File: src/rtl/draw_cmd_arbiter.sv
// -----------------------------------------------------------------------------
// draw_cmd_arbiter
//
// Round-robin arbiter and sequencer between two span-command sources (e.g. CPU
// and sprite engine) and the draw unit's two-word command write port. A granted
// command is latched, then written as word0 = {6'b0, y, color} followed by
// word1 = {x0, x1}. Words from different sources are never interleaved.
//
// Optional feature macro: DRAW_ARB_CLIP_EN
//   defined   : x0/x1 clamped to X_MAX and ordered; rows above Y_MAX are
//               accepted but discarded, with a one-cycle dropped pulse.
//   undefined : fields pass through unchanged; dropped is always 0.
//
// Ports:
//   clk, reset            clock (rising edge), async active-low reset
//   reqN_valid/y/color/   command from requester N (N = 0,1)
//   x0/x1
//   reqN_ready            command N accepted this cycle
//   we, data, full        write strobe, command word, draw-unit FIFO full
//   busy                  command latched and not yet fully written
//   grant                 index of the most recently accepted requester
//   dropped               one-cycle pulse when a command is clipped away
//   state_dbg             current FSM state (IDLE=0, WORD0=1, WORD1=2)
//
// Handshake: a requester holds valid and its fields stable until it sees
// ready high; ready is combinational, only ever high in IDLE, and the command
// transfers on the rising edge of the cycle in which valid && ready.
// -----------------------------------------------------------------------------
module draw_cmd_arbiter #(
  parameter int X_MAX = 159,
  parameter int Y_MAX = 119
) (
  input  logic        clk,
  input  logic        reset,
  input  logic        req0_valid,
  input  logic [6:0]  req0_y,
  input  logic [2:0]  req0_color,
  input  logic [7:0]  req0_x0,
  input  logic [7:0]  req0_x1,
  output logic        req0_ready,
  input  logic        req1_valid,
  input  logic [6:0]  req1_y,
  input  logic [2:0]  req1_color,
  input  logic [7:0]  req1_x0,
  input  logic [7:0]  req1_x1,
  output logic        req1_ready,
  output logic        we,
  output logic [15:0] data,
  input  logic        full,
  output logic        busy,
  output logic        grant,
  output logic        dropped,
  output logic [1:0]  state_dbg
);

`ifdef DRAW_ARB_CLIP_EN
  localparam logic LP_CLIP_EN = 1'b1;
`else
  localparam logic LP_CLIP_EN = 1'b0;
`endif

  localparam logic [7:0] LP_X_MAX = 8'(X_MAX);
  localparam logic [6:0] LP_Y_MAX = 7'(Y_MAX);

  typedef enum logic [1:0] {
    S_IDLE  = 2'd0,
    S_WORD0 = 2'd1,
    S_WORD1 = 2'd2
  } state_t;

  state_t      r_state;
  state_t      w_next_state;
  logic [6:0]  r_y;
  logic [2:0]  r_color;
  logic [7:0]  r_x0;
  logic [7:0]  r_x1;
  logic        r_grant;
  logic        r_dropped;

  logic        w_idle;
  logic        w_accept;
  logic        w_win;
  logic [6:0]  w_y;
  logic [2:0]  w_color;
  logic [7:0]  w_x0;
  logic [7:0]  w_x1;
  logic [7:0]  w_x0_cl;
  logic [7:0]  w_x1_cl;
  logic        w_swap;
  logic [7:0]  w_x0_fin;
  logic [7:0]  w_x1_fin;
  logic        w_drop;

  // Arbitration and field selection for the command being accepted.
  always_comb begin
    w_idle   = (r_state == S_IDLE);
    w_accept = w_idle && (req0_valid || req1_valid);
    // On a tie the requester that did not win last time goes next.
    w_win    = (req0_valid && req1_valid) ? ~r_grant : req1_valid;

    w_y      = w_win ? req1_y     : req0_y;
    w_color  = w_win ? req1_color : req0_color;
    w_x0     = w_win ? req1_x0    : req0_x0;
    w_x1     = w_win ? req1_x1    : req0_x1;

    // Clamp first, then order, so a clamped x0 can still be swapped.
    w_x0_cl  = (LP_CLIP_EN && (w_x0 > LP_X_MAX)) ? LP_X_MAX : w_x0;
    w_x1_cl  = (LP_CLIP_EN && (w_x1 > LP_X_MAX)) ? LP_X_MAX : w_x1;
    w_swap   = LP_CLIP_EN && (w_x0_cl > w_x1_cl);
    w_x0_fin = w_swap ? w_x1_cl : w_x0_cl;
    w_x1_fin = w_swap ? w_x0_cl : w_x1_cl;
    w_drop   = LP_CLIP_EN && (w_y > LP_Y_MAX);

    req0_ready = w_accept && !w_win;
    req1_ready = w_accept &&  w_win;
  end

  // Next-state and write-port outputs.
  always_comb begin
    w_next_state = r_state;
    we           = 1'b0;
    data         = 16'h0000;
    busy         = 1'b0;
    case (r_state)
      S_IDLE: begin
        if (w_accept && !w_drop) w_next_state = S_WORD0;
      end
      S_WORD0: begin
        busy = 1'b1;
        we   = !full;
        data = {6'b0, r_y, r_color};
        if (!full) w_next_state = S_WORD1;
      end
      S_WORD1: begin
        busy = 1'b1;
        we   = !full;
        data = {r_x0, r_x1};
        if (!full) w_next_state = S_IDLE;
      end
      default: begin
        w_next_state = S_IDLE;
      end
    endcase
  end

  always_ff @(posedge clk or negedge reset) begin
    if (!reset) begin
      r_state   <= S_IDLE;
      r_y       <= '0;
      r_color   <= '0;
      r_x0      <= '0;
      r_x1      <= '0;
      r_grant   <= 1'b1;  // req0 wins the first tie after reset
      r_dropped <= 1'b0;
    end else begin
      r_state   <= w_next_state;
      r_dropped <= w_accept && w_drop;
      if (w_accept) begin
        r_y     <= w_y;
        r_color <= w_color;
        r_x0    <= w_x0_fin;
        r_x1    <= w_x1_fin;
        r_grant <= w_win;
      end
    end
  end

  assign grant     = r_grant;
  assign dropped   = r_dropped;
  assign state_dbg = r_state;

endmodule
File: config.mk
export PLATFORM = sky130hd
export DESIGN_NAME = draw_cmd_arbiter
export DESIGN_NICKNAME = d
export VERILOG_FILES = /design/src/rtl/draw_cmd_arbiter.sv
export SDC_FILE = /design/constraint.sdc
export NUM_CORES = 1
export LEC_CHECK = 0
export CORE_ASPECT_RATIO = 1.75
export CORE_MARGIN = 1
export CORE_UTILIZATION = 38
export DETAILED_ROUTE_END_ITERATION = 8
export PLACE_DENSITY = 0.77
export SKIP_CTS_REPAIR_TIMING = 1
export SYNTH_ARGS = -nofsm -noshare
export SYNTH_HDL_FRONTEND = slang
export SYNTH_SLANG_ARGS = --single-unit
File: constraint.sdc
create_clock -name clk -period 1.7 [get_ports clk]
set_clock_uncertainty 0.1 [all_clocks]
set_input_delay 0.34 -clock clk [delete_from_list [all_inputs] [get_ports clk]]
set_output_delay 0.34 -clock clk [all_outputs]
set_load 0.02 [all_outputs]
==> results.json <==
{
  "routed-via-count": 1685,
  "rows": 33,
  "overflow": 0,
  "wl_met3_um": 155,
  "n_antenna_cell": 0,
  "layout_setup_ws_ns": -0.2061,
  "synthCells": 196,
  "ys_ff_latch": 29,
  "arrival_ns": 1.47,
  "p_sw_mw": 2.243,
  "end_kind": "output port",
  "p_leak_nw": 1.341,
  "first_pass_iters": 3,
  "final_nets": 352,
  "max_stage_delay_ns": 0.42,
  "rsz0062_at_grt": "true",
  "antenna_found_initial": 0,
  "yosysSeqAreaShare_pct": 39.55,
  "grtUsageTotal_pct": 19.76,
  "crit_path_start_kind": "flip-flop",
  "cts_buffers": 5,
  "routed_wl_um": 4804,
  "dieArea_mm2": 0.005130,
  "worstReg2RegStart": "state_dbg[0]",
  "path_clk_slew_ns": 0.06,
  "crit_path_frequent_cell": "buf_6",
  "synth_common_cells": "nand2_1 (34), dfrtp_1 (28), nor2_1 (27)",
  "period_minus_slack_ns": 1.906,
  "crit_type": "reg2out",
  "synth_async_sr_flop_share_pct": 100.0,
  "grt_first_pass_wirelength_um": 7258,
  "ctsRootBufferMaster": "clkbuf_8",
  "p_total_mw": 5.782,
  "rrSetupSlack_ns": -0.01,
  "finalCritPeriodShare_pct": 112.1,
  "htree_levels": 2,
  "numPortBuffers": 79,
  "wire_per_inst_um": 14.01,
  "yosys-top-cells-area": "dfrtp_1 (38%), a31oi_2 (12%), nand2_1 (6.9%), nand2_2 (6.1%), nor2_1 (5.5%)",
  "grt_pass1_vias": 1642,
  "routabilityCongestion": 0.8170,
  "pwr-share-clk_pct": 12.7,
  "grt_max_degree": 53,
  "dpl.hpwl_um": 3390,
  "final_util_pct": 67.63,
  "num_io_pins": 81,
  "core_mm2": 0.004666,
  "drc": 0,
  "hold_viol_final": 0,
  "ant_nets": 0,
  "reg2reg_depth": 7,
  "clock_latency_ns": 0.28,
  "start_util_pct": 39.39,
  "min_path_type": "in2async",
  "vias_per_cell": 4.913,
  "switching_share_pct": 38.80,
  "synth_nets": 258,
  "synthesis.area_mm2": 0.001838,
  "r2r_end": "state_dbg[1]",
  "route.met2.wl_um": 2755,
  "die-width_um": 54.58,
  "internal-power_mw": 3.538,
  "synth_cell_types": 25,
  "postLayoutCellArea_mm2": 0.003156,
  "finalSetupViolations": 20,
  "postSynthAreaPerCell_um2": 9.378,
  "cts.sinks": 29,
  "pwr-share-comb_pct": 64.5,
  "crit_end": "data[3]",
  "dr.max_layer_used": "met4",
  "drv_cap": 0,
  "ys_warn_count": 0,
  "maxSlewViolCount": 0,
  "drt_first_iter_violations": 33,
  "path_cells": "inv_4, ha_4, buf_6, a22oi_2, nor2b_4, buf_6",
  "ys.flop_type": "dfrtp_1",
  "post-synth-top-count-cell": "nand2_1",
  "status": "finished with violations",
  "worstPathRequired_ns": 1.26,
  "cts_buffer_depth": 2,
  "cp_max_fo": 4,
  "syn2layout_area_growth_pct": 71.68,
  "wl_met1_um": 1793,
  "die_height_um": 94.01,
  "failed_checks": "negative setup slack",
  "cts_tree": "done",
  "crit_slowest_cell": "dfrtp_2",
  "synth_top_area_share_pct": 38.12,
  "peakVddDrop_mv": 1.261,
  "layout-drive-gt1-share_pct": 43.99,
  "cp-startpoint": "state_dbg[1]",
  "fmax_ghz": 0.5246,
  "yosysTopAreaCell": "dfrtp_1",
  "synth-edff-count": 0,
  "p_seq_share_pct": 22.8,
  "p_per_area_mw_per_mm2": 1832,
  "place_area_mm2": 0.002834
}
per-layer routing:
layer	vias up	GRT usage, %
li1	844	-
met1	780	19.90
met2	53	37.30
met3	8	3.236
met4	0	7.692
met5	-	0
power groups by stage:
| stage | clock network (mW) | logic (mW) | registers (mW) |
|---|---|---|---|
| 2_1_floorplan | 0 | 2.20 | 1.29 |
| 6_report | 0.737 | 3.73 | 1.32 |
| 5_1_grt | 0.786 | 4.02 | 1.36 |
| 3_3_place_gp | 0 | 3.20 | 1.27 |
| 3_5_place_dp | 0 | 3.26 | 1.28 |
| 4_1_cts | 0.754 | 3.27 | 1.27 |
placed cells by master (no fill, tap or decap), drive strengths merged, types with 2 or more instances in the layout:
cell            n
nand2          52
mux2            2
nor2b          11
dfrtp          28
ha              5
a31oi          27
nor2           27
buf            44
clkbuf          7
dlymetal6s2s    5
clkdlybuf4s50  54
a22oi          10
inv             3
and2            7
stage by stage:
step	setup TNS, ns	setup slack, ns	hold slack (ns)	std cells
after floorplan	0	0.01671	-0.05559	196
after global placement	-12.94	-0.5101	0.4262	329
after detailed placement	-14.76	-0.5296	0.4396	329
after CTS	-16.05	-0.7667	0.3199	337
after global routing	-4.133	-0.2730	0.3210	343
final	-2.804	-0.2061	0.3189	343
cells by family (layout without fill, tap and decap cells):
kind of cell | after synthesis | in the layout | share of synthesized area, %
AOI/OAI and AO/OA | 43 | 43 | 22.33
DFF | 29 | 29 | 39.55
and+or+nand+nor | 97 | 97 | 24.71
adders and majority gates | 5 | 5 | 3.404
buffers and inverters | 19 | 114 | 8.577
other | 1 | 1 | 0.2040
muxes | 2 | 2 | 1.225
area by class of cell:
cell class	instances	area [um2]
clock buffer	7	86.33
timing repair buffer	103	1080
tap	52	65.06
multi-input combinational	148	1149
inverter	3	16.27
clock inverter	1	30.03
sequential	29	729.5
fill	382	1510
worst min path at each step:
stage | endpoint
after floorplan | r_color[0]
after global placement | r_x0[2]
after detailed placement | r_x0[4]
after CTS | r_x1[7]
after global routing | r_y[2]
final | r_y[0]
worst max-delay path, delay by kind of cell (launching register included):
| kind | cells | cell delay [ns] |
|---|---|---|
| simple gates | 1 | 0.06 |
| buf+inv | 3 | 0.32 |
| flops | 1 | 0.42 |
| fa+ha+maj | 1 | 0.17 |
| compound gates | 1 | 0.22 |
sequential cells by signal, indices dropped and copies added, names as in the netlist:
| name | cells |
|---|---|
| r_y | 7 |
| grant | 1 |
| r_x1 | 8 |
| state_dbg | 2 |
| r_color | 3 |
| r_x0 | 8 |
(Power assumes the default switching activity.)
==> patch 1 (config.mk and constraints unchanged) <==
Register the output `state_dbg` once more, with the module's reset; this adds one clock of latency there. The other outputs are not delayed to match.
--- a/src/rtl/draw_cmd_arbiter.sv
+++ b/src/rtl/draw_cmd_arbiter.sv
@@ -168,5 +168,11 @@
   assign grant     = r_grant;
   assign dropped   = r_dropped;
-  assign state_dbg = r_state;
+  always_ff @(posedge clk or negedge reset) begin
+    if (!reset) begin
+      state_dbg <= '0;
+    end else begin
+      state_dbg <= r_state;
+    end
+  end
 
 endmodule
Function: changed (a bounded check fails within 4 cycles, from zero or initial values and one cycle with reset low).
==> patch 1 against the unedited design <==
  * Critical path type unchanged
  * Worst setup slack got worse by 0.087 ns
  * The flow still finishes with violations (setup timing)
  * Routed wire length rose by 0.29%
  * Area after synthesis rose by 2.7%
  * Sequential cell count rose by 2
  * Design area fell by 2.9%
  * Power fell by 7.3%
  * Sequential share of layout area rose by 2.3 points
  * Critical path depth did not move
  * Largest power group unchanged
  * Highest routed layer unchanged
==> patch 1: results (changes against the unedited design) <==
- Vias in the first global route: 1617 (-1.5%)
- Root Buffer Master: clkbuf_8
- Synthesized Nets: 260 (+0.78%)
- Count of routing violations after the opening detailed-route iteration: 47 (+42%)
- Yosys warns: 0 (unchanged)
- Fill cell total of the finished layout: 397 (+3.9%)
- Number of unique standard cell types used by synthesis: 25 (unchanged)
- Critical R2R Capture: r_state[1]$_DFFE_PN0P_
- Dpl cell area: 2870 µm² (+1.2%)
- Maximum number of pins on one net before global-route repair: 53 (unchanged)
- Post-detailed-placement half-perimeter wirelength: 3560 µm (+5.1%)
- Biggest registers after layout: r_x0 x8, r_x1 x8, r_y x7
- Share of post-route cells with drive strength above 1: 0.418 (-0.0215)
- Depth of the worst register-to-register path: 8 (+1)
- Final setup margin: -0.293 ns (-0.0873 ns)
- Cell class contributing the biggest share of worst-path delay: buffers and inverters
- ANT cells: 0 (unchanged)
- Peak ir drop on the vdd network: 0.00112 V (-11%)
- Ranking of synthesized cells by area: dfrtp_1, a31oi_2, nand2_1
- Initial antenna violation count: 0 (unchanged)
- Mux cell area share after synthesis: 0.0119 (-0.000325)
- Number of setup violations in the final report: 22 (+10%)
- Maximum fanout along the worst path: 11 (+7)
- Area occupied by multi-input gates: 1120 µm² (-2.1%)
- XOR/XNOR Fraction of Synth Area: 0 (unchanged)
- Number of levels the H-tree was split into: 2 (unchanged)
- Slowest library cell on the worst path: dfrtp_1
- First-pass GRT wire length: 7420 µm (+2.3%)
- Critical R2R Launch: r_state[1]$_DFFE_PN0P_
- Violations in the final reports: setup timing
- Worst setup slack for register-to-register paths: -0.20 ns (-0.19 ns)
- Via count: 1720 (+2.1%)
- Post-layout nets: 355 (+0.85%)
- Largest incremental delay on the critical path: 0.43 ns
- Compound-cell area share of the yosys netlist: 0.217 (-0.00592)
- WL per Instance: 13.9 µm (-0.58%)
- TritonCTS buffer count: 5 (unchanged)
- Async S/R FF share, synth: 1.00 (unchanged)
- Status: complete, but fails checks
- Path category of the worst min-delay check: in -> async
- Worst Setup Path Type: reg -> out
- IO Port Bufs: 79 (unchanged)
- Clock-pin slew on the worst setup and hold paths: 0.06 ns (about the same)
- Adder and majority cell fraction of the synthesized area: 0.0331 (-0.000902)
- Leading cell types by count after synthesis: nand2_1, dfrtp_1, nor2_1
- Gp weighted congestion: 0.759 (-7.1%)
- Cell leakage power: 1.28 nW (-4.7%)
- Overall routing resource usage: 0.182 (-0.0158)
- End point of the critical path: data[4]
- Worst skew pair latency: 0.27 ns
- Number of detailed-routing iterations run before antenna repair: 4 (+1)
- Data arrival at the endpoint of the critical path: 1.55 ns (+0.08 ns)
- Clock Path Buffers: 2 (unchanged)
- Share of synthesized area occupied by flip-flops and latches: 0.412 (+0.0160)
patch 1: changes by cell type after synthesis, sizes merged:
cell / delta
dfrtp: +2
patch 1: per-stage QoR:
stage               setup TNS, ns  std cells  hold slack [ns]  worst slack, ns  power (W)
CTS                        -18.58        343            0.314           -0.863    0.00507
finish                      -4.78        346            0.315           -0.293    0.00536
global route                -6.00        346            0.331           -0.345    0.00571
floorplan                       0        198          -0.0556          0.00337    0.00344
global placement           -14.55        335            0.341           -0.534    0.00445
detailed placement         -15.95        335            0.366           -0.565    0.00452
patch 1: worst min-delay path by stage:
stage                                      start                      to  slack (ns)  depth (start not counted)
after floorplan                            reset  r_color[0]$_DFFE_PN0N_       -0.06                          0
after global placement    r_state[0]$_DFFE_PN0P_  state_dbg[0]$_DFF_PN0_        0.34                          0
after detailed placement  r_state[0]$_DFFE_PN0P_  state_dbg[0]$_DFF_PN0_        0.37                          0
after CTS                                  reset     r_x0[3]$_DFFE_PN0N_        0.31                          2
after global routing                       reset     r_x0[3]$_DFFE_PN0N_        0.33                          2
final                                      reset     r_x0[3]$_DFFE_PN0N_        0.32                          2
patch 1: per-layer routing:
metal	track usage	wire, µm	vias to the layer above
li1	-	-	852
met4	0.0979	179	0
met2	0.340	2790	56
met1	0.191	1680	801
met3	0.0312	168	11
met5	0	0	-
patch 1: power breakdown:
group	internal (W)	leakage (nW)	switching, W
sequential	0.00113	0.350	0.000273
combinational	0.00177	0.886	0.00165
clock	0.000287	0.0422	0.000256
total	0.00318	1.28	0.00218
patch 1: final cells by class:
cell class                 instances  share of cell area
inverter                           3             0.00449
tap                               52              0.0212
timing repair buffer             104               0.327
clock inverter                     1             0.00163
clock buffer                       7              0.0249
sequential                        31               0.254
multi-input combinational        148               0.367
==> patch 2 (same flow settings) <==
Made on the original files. Set the localparam `LP_CLIP_EN` to 1'b1 (it was 1'b0).
--- a/src/rtl/draw_cmd_arbiter.sv
+++ b/src/rtl/draw_cmd_arbiter.sv
@@ -57,5 +57,5 @@
   localparam logic LP_CLIP_EN = 1'b1;
 `else
-  localparam logic LP_CLIP_EN = 1'b0;
+  localparam logic LP_CLIP_EN = 1'b1;
 `endif
 
Check against the original RTL: not equivalent (a bounded check fails within 4 cycles, from zero or initial values and one cycle with reset low).
==> patch 2 against the unedited design <==
  * Routed wire length up 69%
  * Via count rose by 54%
  * Critical path type is now reg -> reg
  * Design area up 32%
  * Worst setup slack worse by 0.86 ns
  * Largest power group unchanged
  * Critical path depth rose by 4
  * Sequential cell count increased by 1
  * The run still ends with setup timing left
  * Area after synthesis is 18% higher
  * Power rose by 14%
==> patch 2: results (changes against the unedited design) <==
- Leading cell types by count after synthesis: dfrtp_1, o21ai_0, nand2_1, nor2b_1
- Root Buffer Master: clkbuf_8
- Status: complete, but fails checks
- Number of detailed-routing iterations run before antenna repair: 4 (+1)
- Pre-CTS setup slack: -1.77 ns (-1.24 ns)
- Cell class contributing the biggest share of worst-path delay: compound AO/OA/AOI/OAI gates
- WL per Instance: 17.5 µm (+25%)
- Overall routing resource usage: 0.222 (+0.0249)
- Placed cells: 429 (+30%)
- Share of synthesized area occupied by flip-flops and latches: 0.346 (-0.0493)
- IO Port Bufs: 80 (+1.3%)
- Number of unique standard cell types used by synthesis: 37 (+48%)
- Number of setup violations in the final report: 38 (+90%)
- Type of destination of the critical path: register
- Maximum fanout along the worst path: 6 (+2)
- Count of routing violations after the opening detailed-route iteration: 106 (+220%)
- Avg Inst Size Synth: 8.79 µm² (-6.2%)
- Violations in the final reports: setup timing
- Data arrival at the endpoint of the critical path: 2.86 ns (+1.39 ns)
- First-pass GRT wire length: 10200 µm (+41%)
- Clock-pin slew on the worst setup and hold paths: 0.07 ns
- Share of post-route cells with drive strength above 1: 0.425 (-0.0146)
- Dpl cell area: 3480 µm² (+23%)
- Vias in the first global route: 2439 (+49%)
- Largest incremental delay on the critical path: 0.38 ns (-0.04 ns)
- Final setup margin: -1.06 ns (-0.857 ns)
- Summed negative setup slack over all endpoints: -23.61 ns (-20.80 ns)
- Post-detailed-placement half-perimeter wirelength: 5250 µm (+55%)
- Depth of the worst register-to-register path: 10 (+3)
- Peak ir drop on the vdd network: 0.000606 V (-52%)
- Cell leakage power: 1.84 nW (+37%)
- Setup crit start: grant$_DFFE_PN1P_
- Routed via count divided by cell count: 5.59 (+14%)
- Synthesized Nets: 317 (+23%)
- Via count: 2593 (+54%)
- Post-layout nets: 457 (+30%)
- Ranking of synthesized cells by area: dfrtp_1, ha_1, a22o_1
patch 2: changes by cell type after synthesis, sizes merged, moves of 12 or more:
cell,before,now
o21ai,1,27
a22o,0,12
a31oi,27,10
nand2,52,14
nor2,27,14
patch 2: layer usage:
layer | GRT usage | vias up | share of wire
met5 | 0 | - | 0
met4 | 0.134 | 0 | 0.037
met3 | 0.0241 | 29 | 0.037
met2 | 0.450 | 103 | 0.59
met1 | 0.198 | 1260 | 0.33
li1 | - | 1201 | -
patch 2: power by group:
group	internal, W	switching [W]	leakage [nW]
logic	0.00246	0.00215	1.44
registers	0.00107	0.000282	0.352
clock network	0.000325	0.000285	0.0472
total	0.00386	0.00271	1.84
patch 2: worst min path at each step:
stage,slack [ns],to
after floorplan,-0.06,dropped$_DFF_PN0_
final,0.34,r_y[0]$_DFFE_PN0P_
after CTS,0.37,r_y[0]$_DFFE_PN0P_
after global routing,0.38,r_color[0]$_DFFE_PN0P_
after global placement,0.36,r_x0[5]$_DFFE_PN0P_
after detailed placement,0.37,r_x0[5]$_DFFE_PN0P_
patch 2: area by class of cell:
type / instances / area, µm²
multi-input combinational: 192 / 1700
timing repair buffer: 148 / 1470
fill: 389 / 1380
sequential: 30 / 754
tap: 76 / 95.1
clock buffer: 6 / 82.6
inverter: 10 / 42.5
clock inverter: 2 / 12.5
patch 2: cells by family (layout without fill, tap and decap cells):
logic type                 Yosys count  after routing  synth area share
AOI/OAI and AO/OA                   89             89             0.288
adders and majority gates           13             13            0.0749
buffers and inverters               26            166            0.0518
DFF                                 30             30             0.346
muxes                                9              9            0.0438
and+or+nand+nor                     80             81             0.195
